File: config.mk
export PLATFORM = sky130hd
export DESIGN_NAME = uart_tx_arbiter_flat
export DESIGN_NICKNAME = d
export VERILOG_FILES = /design/src/rtl/uart_tx_arbiter_if.sv /design/src/rtl/uart_tx_arbiter.sv /design/src/flat_wrapper.sv
export SDC_FILE = /design/constraint.sdc
export NUM_CORES = 1
export LEC_CHECK = 0
export BUFFER_PORTS_ARGS = -buffer_cell sky130_fd_sc_hd__buf_2
export CAP_MARGIN = 15
export CORE_AREA = 5 5 63 65
export DETAILED_ROUTE_END_ITERATION = 8
export DIE_AREA = 0 0 68 70
export PLACE_DENSITY = 0.67
export RECOVER_POWER = 25
export SLEW_MARGIN = 20
export SYNTH_ARGS = -nofsm -noshare
export SYNTH_HDL_FRONTEND = slang
export SYNTH_SLANG_ARGS = --single-unit
export TNS_END_PERCENT = 100
File: constraint.sdc
create_clock -name clk -period 2.7 [get_ports clk]
set_input_delay 0.135 -clock clk [delete_from_list [all_inputs] [get_ports clk]]
set_output_delay 0.135 -clock clk [all_outputs]
set_load 0.1 [all_outputs]
File: src/rtl/uart_tx_arbiter_if.sv
// -----------------------------------------------------------------------------
// uart_tx_arbiter_if
//   Bundles the requester byte streams, the UART TX FIFO write port and the
//   arbiter status outputs into one interface.
//
//   Parameters (must match the arbiter instance):
//     data_bits  byte width
//     num_req    number of requesters
//
//   Signals:
//     req_valid  [num_req]            requester i has a byte on its slice
//     req_data   [num_req*data_bits]  requester i byte at [i*data_bits +: data_bits]
//     req_last   [num_req]            requester i's current byte ends its frame
//     req_ready  [num_req]            byte accepted when valid & ready
//     tx_full                         UART TX FIFO full
//     fifo_wr_en                      UART TX FIFO write strobe
//     fifo_din   [data_bits]          UART TX FIFO write data
//     grant      [num_req]            one-hot registered grant, zero when idle
//     busy                            a grant is active
//
//   Modports:
//     slave   the arbiter itself
//     master  the surroundings (requesters plus the UART top)
// -----------------------------------------------------------------------------
interface uart_tx_arbiter_if #(
    parameter int data_bits = 8,
    parameter int num_req   = 4
);
    logic [num_req-1:0]           req_valid;
    logic [num_req*data_bits-1:0] req_data;
    logic [num_req-1:0]           req_last;
    logic [num_req-1:0]           req_ready;
    logic                         tx_full;
    logic                         fifo_wr_en;
    logic [data_bits-1:0]         fifo_din;
    logic [num_req-1:0]           grant;
    logic                         busy;

    modport slave (
        input  req_valid, req_data, req_last, tx_full,
        output req_ready, fifo_wr_en, fifo_din, grant, busy
    );

    modport master (
        output req_valid, req_data, req_last, tx_full,
        input  req_ready, fifo_wr_en, fifo_din, grant, busy
    );
endinterface

File: src/rtl/uart_tx_arbiter.sv
// -----------------------------------------------------------------------------
// uart_tx_arbiter
//   Round-robin arbiter sharing the UART TX FIFO write port among num_req
//   byte-stream requesters. A grant is held for a whole frame (until req_last)
//   or for max_burst bytes, whichever comes first, so frames never interleave.
//   Each release costs one IDLE cycle before the next grant.
//
//   Parameters:
//     data_bits  byte width (matches the UART top)
//     num_req    number of requesters, 2..8
//     max_burst  maximum bytes per grant, 1..256
//
//   Ports:
//     clk    system clock, rising edge
//     reset  asynchronous, active-high reset
//     bus    uart_tx_arbiter_if.slave (requesters, FIFO write port, status)
// -----------------------------------------------------------------------------
module uart_tx_arbiter #(
    parameter int data_bits = 8,
    parameter int num_req   = 4,
    parameter int max_burst = 16
) (
    input  logic               clk,
    input  logic               reset,
    uart_tx_arbiter_if.slave   bus
);
    localparam int ptr_w = $clog2(num_req);
    localparam int cnt_w = $clog2(max_burst) + 1;

    typedef enum logic {
        IDLE  = 1'b0,
        BURST = 1'b1
    } state_t;

    state_t             state_q, state_d;
    logic [num_req-1:0] grant_q, grant_d;
    logic [ptr_w-1:0]   rr_ptr_q, rr_ptr_d;
    logic [cnt_w-1:0]   beat_q, beat_d;
    logic [ptr_w-1:0]   g_idx;
    logic [ptr_w-1:0]   pick_idx;
    logic               transfer;

    // Index of the currently granted requester (grant_q is one-hot in BURST).
    // NOTE: every variable written in an always_comb gets a default first, so
    // no path through the block leaves it unassigned and no latch is inferred.
    always_comb begin
        g_idx = '0;
        for (int i = 0; i < num_req; i++) begin
            if (grant_q[i]) g_idx = ptr_w'(i);
        end
    end

    // First valid requester at or after rr_ptr, wrapping. The loop walks the
    // offsets from far to near so the nearest valid requester is written last.
    always_comb begin
        pick_idx = '0;
        for (int k = num_req - 1; k >= 0; k--) begin
            if (bus.req_valid[(int'(rr_ptr_q) + k) % num_req])
                pick_idx = ptr_w'((int'(rr_ptr_q) + k) % num_req);
        end
    end

    // Write-port steering. Only the granted requester sees ready; ready tracks
    // tx_full with no register so throughput is one byte per cycle. The data
    // mux depends only on registered state, keeping req_data off control paths.
    always_comb begin
        bus.req_ready = '0;
        transfer      = 1'b0;
        bus.fifo_din  = '0;
        if (state_q == BURST) begin
            bus.fifo_din = bus.req_data[g_idx*data_bits +: data_bits];
            if (!reset) begin
                bus.req_ready[g_idx] = ~bus.tx_full;
                transfer             = bus.req_valid[g_idx] & ~bus.tx_full;
            end
        end
    end

    assign bus.fifo_wr_en = transfer;
    assign bus.grant      = grant_q;
    assign bus.busy       = (state_q == BURST);

    // Next-state logic.
    always_comb begin
        state_d  = state_q;
        grant_d  = grant_q;
        rr_ptr_d = rr_ptr_q;
        beat_d   = beat_q;
        case (state_q)
            IDLE: begin
                if (|bus.req_valid) begin
                    grant_d = num_req'(1) << pick_idx;
                    beat_d  = '0;
                    state_d = BURST;
                end
            end
            BURST: begin
                // A full FIFO blocks the transfer, so a last byte waiting on
                // tx_full does not release the grant either.
                if (transfer) begin
                    beat_d = beat_q + cnt_w'(1);
                    if (bus.req_last[g_idx] || beat_q == cnt_w'(max_burst - 1)) begin
                        state_d  = IDLE;
                        grant_d  = '0;
                        rr_ptr_d = (g_idx == ptr_w'(num_req - 1)) ? '0
                                                                  : g_idx + ptr_w'(1);
                    end
                end
            end
            default: state_d = IDLE;
        endcase
    end

    // NOTE: state registers use non-blocking assignments so every flop samples
    // the pre-edge values, independent of the order the blocks are evaluated.
    // NOTE: the reset is asynchronous; reset aborts a frame immediately and
    // arbitration restarts from requester 0 once it is released.
    always_ff @(posedge clk or posedge reset) begin
        if (reset) begin
            state_q  <= IDLE;
            grant_q  <= '0;
            rr_ptr_q <= '0;
            beat_q   <= '0;
        end else begin
            state_q  <= state_d;
            grant_q  <= grant_d;
            rr_ptr_q <= rr_ptr_d;
            beat_q   <= beat_d;
        end
    end
endmodule

File: src/flat_wrapper.sv
// flat-port wrapper written by rule: the top's interface ports become plain ports
module uart_tx_arbiter_flat 
#(
    parameter int data_bits = 8,
    parameter int num_req   = 4,
    parameter int max_burst = 16
)
  (clk, reset, bus_req_valid, bus_req_data, bus_req_last, bus_tx_full, bus_req_ready, bus_fifo_wr_en, bus_fifo_din, bus_grant, bus_busy);
  uart_tx_arbiter_if #(.data_bits(data_bits), .num_req(num_req)) bus_i ();
  input  logic clk;
  input  logic reset;
  input wire logic [$bits(bus_i.req_valid)-1:0] bus_req_valid;
  input wire logic [$bits(bus_i.req_data)-1:0] bus_req_data;
  input wire logic [$bits(bus_i.req_last)-1:0] bus_req_last;
  input wire logic [$bits(bus_i.tx_full)-1:0] bus_tx_full;
  output wire logic [$bits(bus_i.req_ready)-1:0] bus_req_ready;
  output wire logic [$bits(bus_i.fifo_wr_en)-1:0] bus_fifo_wr_en;
  output wire logic [$bits(bus_i.fifo_din)-1:0] bus_fifo_din;
  output wire logic [$bits(bus_i.grant)-1:0] bus_grant;
  output wire logic [$bits(bus_i.busy)-1:0] bus_busy;
  assign bus_i.req_valid = bus_req_valid;
  assign bus_i.req_data = bus_req_data;
  assign bus_i.req_last = bus_req_last;
  assign bus_i.tx_full = bus_tx_full;
  assign bus_req_ready = bus_i.req_ready;
  assign bus_fifo_wr_en = bus_i.fifo_wr_en;
  assign bus_fifo_din = bus_i.fifo_din;
  assign bus_grant = bus_i.grant;
  assign bus_busy = bus_i.busy;
  uart_tx_arbiter #(.data_bits(data_bits), .num_req(num_req), .max_burst(max_burst)) u_core (.clk(clk), .reset(reset), .bus(bus_i));
endmodule
# Word level (Yosys, flattened, before mapping)
# Index checks and enable logic that the tools add are counted.
# classes
bitwise,7
n_mul,0
n_div,0
shifts,2
n_mux,41
eq_ne,5
magnitude_cmp,6
add_sub_neg,5
reduce_logical,9
# ops
cell,count
$shiftx 32x6->8,1
$mux 4,5
$mux 1,16
$mux 2,7
$bmux 1 s2,6
$lt 3x4->1 const B,3
$mux 5,2
$pmux 5 s2,1
$mux 8,1
$pmux 4 s2,1
$lt 2x3->1 const B,2
$reduce_and 3->1,2
$reduce_or 2->1,3
$add 5x1->5 const B,1
$eq 5x4->1 const B,1
$add 2x1->2 const B,2
$add 2x2->2 const B,2
$and 4x4->4,1
$ne 2x2->1 const B,2
$reduce_or 4->1,1
$shl 1x2->4 const A,1
$and 1x1->1 const A,3
$demux 1 s2,1
$eq 2x2->1 const B,1
8 further kinds,9
# totals
mem_count,0
in_bits,43
ram_bits,0
mem_bits_ro,0
latch_bits,0
out_inout_bits,18
elab_cells,79
reg_bits,12

# Logic depth before layout (Yosys ltp)
# Gate-level depths: netlist (run 1).
# depth
ltp_word,13
depth_mapped,7
mapped_depth_nobuf,7

# Worst setup path after synthesis (run 1)
# OpenSTA, ideal clock, no wires.
# synth_timing
path_kind,register to output
from,register u_core.grant_q[3] (netlist: u_core.bus.grant[3])
to,output port bus_fifo_din[0]
stages_incl_launch_ff,5
t_required_ns,2.565
n_path_buf,2
arrival_time_ns,2.941
slack_ns,-0.376
cell_sequence,dfrtp_1 > buf_6 > clkbuf_1 > mux2i_1 > nor2_1
# synth_between
elab_chain_len,3
# synth_rtl
element,line_no,rtl
start: declaration,uart_tx_arbiter.sv:36,"logic [num_req-1:0] grant_q, grant_d;"
start signal: assignment,uart_tx_arbiter.sv:126,grant_q <= grant_d;
$mux 2,uart_tx_arbiter.sv:49,if (grant_q[i]) g_idx = ptr_w'(i);
$shiftx 32x6->8,uart_tx_arbiter.sv:71,bus.fifo_din = bus.req_data[g_idx*data_bits +: data_bits];
$mux 8,uart_tx_arbiter.sv:70,if (state_q == BURST) begin
end: declaration,flat_wrapper.sv:18,output wire logic [$bits(bus_i.fifo_din)-1:0] bus_fifo_din;
# Every way passes these cells.

# Final worst setup path (run 1)
# layout_timing
from,register u_core.grant_q[2] (netlist: u_core.bus.grant[2])
to,output port bus_fifo_wr_en
# layout_between
elab_chain_len,7
# layout_rtl
element,line_no,rtl
$mux 2 (2 in series),uart_tx_arbiter.sv:49,
$bmux 1 s2,uart_tx_arbiter.sv:74,transfer = bus.req_valid[g_idx] & ~bus.tx_full;
$mux 1 (implied by the code),uart_tx_arbiter.sv:74,
$and 1x1->1,uart_tx_arbiter.sv:74,
$mux 1,uart_tx_arbiter.sv:72,if (!reset) begin
$mux 1,uart_tx_arbiter.sv:70,
end: declaration,flat_wrapper.sv:17,output wire logic [$bits(bus_i.fifo_wr_en)-1:0] bus_fifo_wr_en;
# Every way passes these cells. The select of a mux whose other input is x is not followed.

==> results.md, run 1 <==
- Global routing used a little over an eighth of the available tracks.
- The slew of the pin with the lowest slew margin is 0.5656 ns.
- The global routing stage identified its most utilized layer as met2.
- The count of endpoints failing hold in the final timing report was 0.
- The cell at the root of the clock tree is clkbuf_4.
- The clock skew is 0.001509 ns.
- After clock tree synthesis, the repair step resized 0 gates.
- Summing every instance area after synthesis gives roughly 0.0011 sq mm.
- The number of cells produced by synthesis is about 140.
- The weighted congestion reported at the end of routability-driven placement is just under 0.8.
- STA classifies the critical path startpoint as a flop.
- For this run, the post-layout net count is ~250.
- The buffering stage count on the worst path with inverters included is 2.
- In this run the critical register-to-register path is captured at u_core.beat_q[3].
- The flow ran to the end, and the final reports show no timing, DRC or antenna violations.
- Summing all multi-input logic gate instances after layout gives between 700 and 800 sq um.
- The die covers 0.004760 sq mm.
- The final count of pins violating max slew is 0.
- The signal on the critical path passes through or2_1 -> o221ai_2 -> nand2_1 -> inv_1 -> buf_2.
- The count of max-cap constraint violations is 0.
- The TritonCTS clock tree is built.
- The number of cells traversed by the worst hold path is 4.
- Global routing consumed, on the met3 layer, under 10% of the routing resources.
- Counting along the longest clock path gives a buffer depth of 2.
- Counting the fill cells in the layout gives approximately 350.
- The overall die height is 70 um.
- The xor/xnor share of the synthesized area is 0%.
- The synthesized netlist devotes between 10% and 20% of its cell area to compound gates.
- CTS built an H-tree with a depth of 1.
- For this run, the register share of the synthesized area comes to a little over a quarter.
- The share of final-layout standard cells stronger than drive strength 1 is a little under two fifths.
- The synthesized-area fraction occupied by adder cells is between 5 and 6%.
- After detailed routing, the number of vias per cell comes to about 4.8.
- The maximum operating frequency is between 400 and 500 MHz.
- The class of the worst hold path is in -> reg.
- The multiplexer area fraction after synthesis is between 20% and 30%.
- The layout overhead on the synthesized area is 35.29%.
- The final route contains roughly 1200 vias.
- The number of cells traversed by the worst register-to-register path is 4.
- The final period demand of the worst path is roughly 2.4 ns.
- Pin placement for this block handled 61 I/O pins.
- Counting every sink on the clock net gives 12.
- The floorplan has 21 rows.
- The number of global-route vias before repair came to around 1100.
- The cell class contributing the biggest share of worst-path delay is flip-flops.
- The net count after synthesis is about 190.
- The number of register bits inferred by synthesis is 12.
- The first global-routing pass estimated 5133 um of wire.
- During synthesis, Yosys emitted a total of 0 warnings.
- The clock transition at the registers of the reported paths is 0.08 ns.
- The synthesized netlist devotes between 10% and 20% of its cell area to simple gates.
- The biggest fanout along the worst timing path is 22.
- At the later pin of the worst-skew pair, clock insertion delay measures 0.27 ns.
- For met2 alone, demand over resource in global routing was 22.06%.
- The startpoint of the most critical register-to-register path is u_core.bus.grant[2].
- Once the floorplan was initialized, standard cells occupied 33.79% of the core.
- For this run, the slowest stage of the critical path takes approximately 0.60 ns.
- After synthesis, the largest family of logic cells by area is multiplexers.
- The cell type of the slowest stage on the worst timing path is dfrtp_1.
- Setup violations remaining at the end of the flow were counted as 0.
- The antenna diode instance count is 0.
- For the worst setup path, the data required time is 2.57 ns.
- The global route total overflow is 0.
- The area of the core is around 0.0033 sq mm.
- In this run, the number of DRC markers left after iteration 0 of detailed routing was 47.
- The number of unique standard cell types used by synthesis is 32.
- Setup repair after global routing left no endpoint under its margin.
- The worst setup path category is reg -> out.
- The critical path runs through a total of 5 cells.
- The endpoint kind of the worst setup timing path is a primary output.
- Entering global routing, the biggest net connects 23 pins.
- The startpoint of the worst setup timing path is u_core.bus.grant[2].
- The total DRC errors in the routed layout is 0.
- The total negative slack for setup checks is 0 ns.
- The ratio of final minimum period to clock period is just under 90%.
- The first TritonRoute pass finished after 4 iterations.
- After detailed routing, the average wire length per cell comes to between 10 and 15 um.
- The end point of the critical path is bus_fifo_wr_en.
- For met1 alone, demand over resource in global routing was ~18%.
- The slack of the worst reg-to-reg path is ~0.77 ns.
- The die is approximately 70 um wide.
- Dividing the synthesized area by the synthesized cell count gives 8.101 sq um.
- The residual antenna-violating net count after detailed routing is 0.
- The number of antenna violations at the first check in global routing is 0.
- Clock tree synthesis inserted a total of 3 buffers.
- After legalization and detailed placement, the total HPWL measured 2554 um.
- The number of buffers inserted by port buffering is 60.
- In this run the tightest slew margin relative to its limit is slightly above 60%.
- The storage element area is between 300 and 400 sq um.
- The total wirelength of the detailed-routed design is 3083 um.
- STA puts the critical path data arrival time at about 2.2 ns.
## placed cells by master, fill, tap and decap left out, types with 3 or more instances in the layout
master,count
buf_2,59
mux2i_1,23
nand2_1,15
inv_1,12
o21ai_0,12
dfrtp_1,12
nor2_2,8
and3_1,7
a21oi_1,5
ha_1,5
nor2_1,4
clkbuf_4,3
## routing by layer
metal	part of all wire, %	up-vias
met3	6.4	2
met1	43	519
met4	0.88	0
met5	0	-
li1	-	608
met2	49	37
## worst min-delay path: stages
cell	delay [ns]
buf_2	0.09
nor3_1	0.07
nand3_1	0.13
mux2i_1	0.09
## state kept, by name, indices dropped and copies added, names as in the netlist
signal,flops
u_core.bus.busy,1
u_core.rr_ptr_q,2
u_core.bus.grant,4
u_core.beat_q,5
## cell type report
class	instances	share of cell area [%]
flip-flops and latches	12	20.00
multi-input cells	105	49.17
inverters	12	3.000
well taps	46	3.833
clock buffers	4	2.417
repair buffers	63	21.58
## cells in the mapped netlist, drive strengths merged
cell,n,area share [%]
o21ai,12,5.4
ha,5,5.6
o2bb2ai,1,0.79
buf,3,2.5
nand2,15,5.1
a22o,2,1.6
o21a,1,0.68
nor4,2,1.1
o22ai,1,0.56
or2,2,1.1
and3,7,3.9
a31oi,2,1.1
nor3,2,0.90
a2bb2o,1,0.90
o211ai,2,1.4
o31ai,1,0.68
o221a,1,1.0
a21oi,5,2.3
inv,12,4.1
nor2,12,4.1
o22a,1,0.79
o221ai,2,2.1
nand2b,1,0.56
nand3,2,0.90
nand3b,1,0.68
dfrtp,12,27
mux2i,23,21
or4,1,0.68
clkbuf,5,1.7
## logic make-up (layout without fill, tap and decap cells)
kind of cell,Yosys count,after routing
buffers and inverters,20,79
flip-flops,12,12
adder cells (fa/ha/maj),5,5
AO/OA/AOI/OAI,32,32
AND/OR/NAND/NOR,45,45
multiplexers,23,23
## timing repair
item                                    4_1_cts  5_1_grt
buffers inserted                              0        0
hold buffers                                  1        0
endpoints found under the setup margin        0        0
hold endpoints to repair                     12        0
## how the worst min path moves through the flow
stage                                start                   to  slack [ns]
final                          bus_tx_full   u_core.rr_ptr_q[1]        0.29
after global routing      bus_req_valid[3]  u_core.bus.grant[0]        0.32
after detailed placement             reset     u_core.beat_q[3]        0.19
after global placement               reset     u_core.beat_q[3]        0.19
after CTS                      bus_tx_full   u_core.rr_ptr_q[1]        0.29
after floorplan                      reset     u_core.beat_q[0]     -0.0003
## stage by stage
| stage | util, % | instance area (sq um) | setup slack (ns) | instances | hold WS (ns) |
|---|---|---|---|---|---|
| 4_1_cts | 45.75 | 1503 | 0.3332 | 242 | 0.2868 |
| 5_1_grt | 45.71 | 1501 | 0.1098 | 242 | 0.3203 |
| 3_3_place_gp | 44.34 | 1456 | 0.6621 | 237 | 0.1927 |
| 3_5_place_dp | 44.34 | 1456 | 0.6228 | 237 | 0.1938 |
| 6_report | 45.71 | 1501 | 0.3370 | 242 | 0.2946 |
| 2_1_floorplan | - | 1130 | 0.06711 | 137 | -0.0003013 |
Power of run 1 is not shown: default switching activity piles up to over one toggle a cycle in this logic, so the estimate is an artifact.
==> run 2: changes to the inputs <==
Settings changed: CELL_PAD_IN_SITES_DETAIL_PLACEMENT from default to 1, CELL_PAD_IN_SITES_GLOBAL_PLACEMENT from default to 1, CORE_AREA 5 5 63 65 to 5 5 64 66, DIE_AREA 0 0 68 70 to 0 0 69 71, PLACE_DENSITY 0.67 to 0.88.
==> run 2 against run 1 <==
Hold slack gained 0.0095 ns. Die area up 2.9%. Setup slack worse by 0.037 ns. Final cell count grew 0.83%. Routed wire length grew 17%. Final area is 0.17% higher. Via count grew 5.8%. Clock skew grew 0.0044 ns. Critical path depth unchanged. Non-clock buffer count is the same. Global-route usage up 1.0 points. Fmax fell by 1.5%.
==> results.md, run 2 (synthesis results as in run 1) <==
- The run finished with clean final reports.
- The count of max-cap constraint violations is 0.
- The total vias in the final route is 1234.
- The first global-routing pass estimated a little under 6000 um of wire.
- Setup total negative slack on the finished layout was measured at 0 ns.
- The number of clock sinks seen by CTS is 12.
- The later pin in the worst-skew pair is clocked with a latency of between 0.2 and 0.3 ns.
- The die span in x is about 70 um.
- The kind of start point of the critical path is a flop.
- The post-CTS setup repair buffer count is 0.
- At the pin with the least slew margin, the transition time is around 0.56 ns.
- The cell sitting at the root of the clock tree is a clkbuf_4.
- The worst setup path category is reg -> out.
- The count of endpoints failing hold in the final timing report is 0.
- The worst pin sits at a relative slew slack of around 62%.
- The TritonCTS clock tree is built.
- After filler insertion, the fill cell instance count of the layout stands at between 400 and 500.
- In the layout the commonest cells are buf_2 (59), mux2i_1 (23), nand2_1 (15).
- For this run, the post-layout net count is between 200 and 250.
- The total die area is just under 0.005 sq mm.
- After clock tree synthesis, the clock-pin slew on the worst setup and hold paths is approximately 0.080 ns.
- Setup violations remaining at the end of the flow were counted as 0.
- The register with the most flip-flops in the final layout is u_core.beat_q.
- The residual antenna-violating net count after detailed routing is 0.
- The floorplan step set the die height to roughly 71 um.
- Compared with the post-synthesis result, the final layout area differs by 35.51%.
- The number of global-route vias before repair came to 1312.
- The number of buffers on the longest clock path is 2.
- The initialized floorplan defines 22 standard-cell rows.
- The total DRC errors in the routed layout is 0.
- At the worst endpoint, the required time is 2.57 ns.
- The critical path data arrival time is about 2.3 ns.
- The repair_antennas step left the layout with diodes totalling 0.
- Across the routed clock network, the largest skew measured is roughly 0.006 ns.
- The global route total overflow is 0.
- Leaving out fill and tap cells, the most frequent cell in the layout is buf_2.
- Before antenna repair, the detailed router went through 4 iterations.
- In the finished design, the share of the clock period the worst path needs comes to approximately nine tenths.
- The total CTS buffers is 3.
- The total wirelength of the detailed-routed design is between 3000 and 4000 um.
- The clock period could shrink to roughly 2.4 ns.
- The biggest fanout along the worst timing path is 22.
- The final count of pins violating max slew is 0.
- The area of the core is between 0.003 and 0.004 sq mm.
- Global routing consumed, over all layers together, around 15% of the routing resources.
- The number of H-tree branching levels is 1.
- The worst hold path belongs to the class in -> reg.
- The starting density of the core is about a third.
- Setup repair after global routing left no endpoint under its margin.
- The number of antenna violations at the first check in global routing came to 0.
- The number of vias per cell is between 5 and 6.
- The number of buffers inserted by port buffering is 60.
- In the final routed layout, each cell accounts on average for about 15 um.
- The first-iteration detailed-routing DRC count is between 40 and 50.
- Static timing analysis puts the maximum clock frequency at between 400 and 500 MHz.
- The post-detailed-placement half-perimeter wirelength is slightly above 3000 um.
- The register with the most flip-flops in the layout has 5 of them.
- The worst setup path is captured at a primary output.
- The weighted congestion reported at the end of routability-driven placement is ~0.77.
- Cells with a size suffix above 1 make up a little under two fifths of the layout.
- The largest net degree at the start of global routing is 23.
- For this design the top-level I/O count stands at ~60.
==> run 2: final cells by class <==
class	count	area [sq um]	area share (%)
Sequential cell	12	300.3	19.97
Timing Repair Buffer	63	324.1	21.55
Clock buffer	4	36.28	2.413
Tap cell	48	60.06	3.993
Multi-Input combinational cell	105	738.2	49.08
Inverter	12	45.04	2.995
==> run 2: critical path, stage by stage (launching register included) <==
cell and delay (ns):
dfrtp_1 0.59, or2_1 0.39, o221ai_2 0.30, nand2_1 0.20, inv_1 0.09, buf_2 0.42
==> run 2: stage by stage <==
stage                     instances  setup slack (ns)  instance area (sq um)  utilization [%]  hold slack, ns
final                           244            0.3003                   1504            42.68          0.3041
after global routing            244            0.1247                   1504            42.68          0.3385
after CTS                       244            0.3062                   1505            42.72          0.2918
after detailed placement        239            0.6097                   1459            41.41          0.2080
after global placement          239            0.6582                   1459            41.41          0.1960
after floorplan                 137           0.06711                   1130                -      -0.0003013
==> run 2: final timing paths <==
kind,startpoint,end,slack [ns],depth (start not counted)
max reg2reg,u_core.beat_q[0],u_core.bus.grant[3],0.71,7
max in group asynchronous,reset,u_core.bus.grant[1],1.96,3
min in group asynchronous,reset,u_core.beat_q[3],0.42,3
min,bus_tx_full,u_core.rr_ptr_q[0],0.30,4
max,u_core.bus.grant[2],bus_fifo_wr_en,0.30,5
min reg2reg,u_core.beat_q[0],u_core.beat_q[0],0.53,1
==> run 2: repair_timing <==
| item | 4_1_cts | 5_1_grt |
|---|---|---|
| gates resized for setup | 0 | 0 |
| hold endpoints to repair | 12 | 0 |
| endpoints found under the setup margin | 0 | 0 |
| hold buffers | 1 | 0 |
==> run 2: per-layer routing <==
layer | wire, um | vias to the layer above | track usage, %
met5 | 0 | - | 0
met4 | 39 | 0 | 4.555
met3 | 237 | 4 | 2.415
met2 | 1870 | 43 | 26.91
met1 | 1461 | 582 | 17.16
li1 | - | 605 | -
Power of run 2 is left out for the same reason.
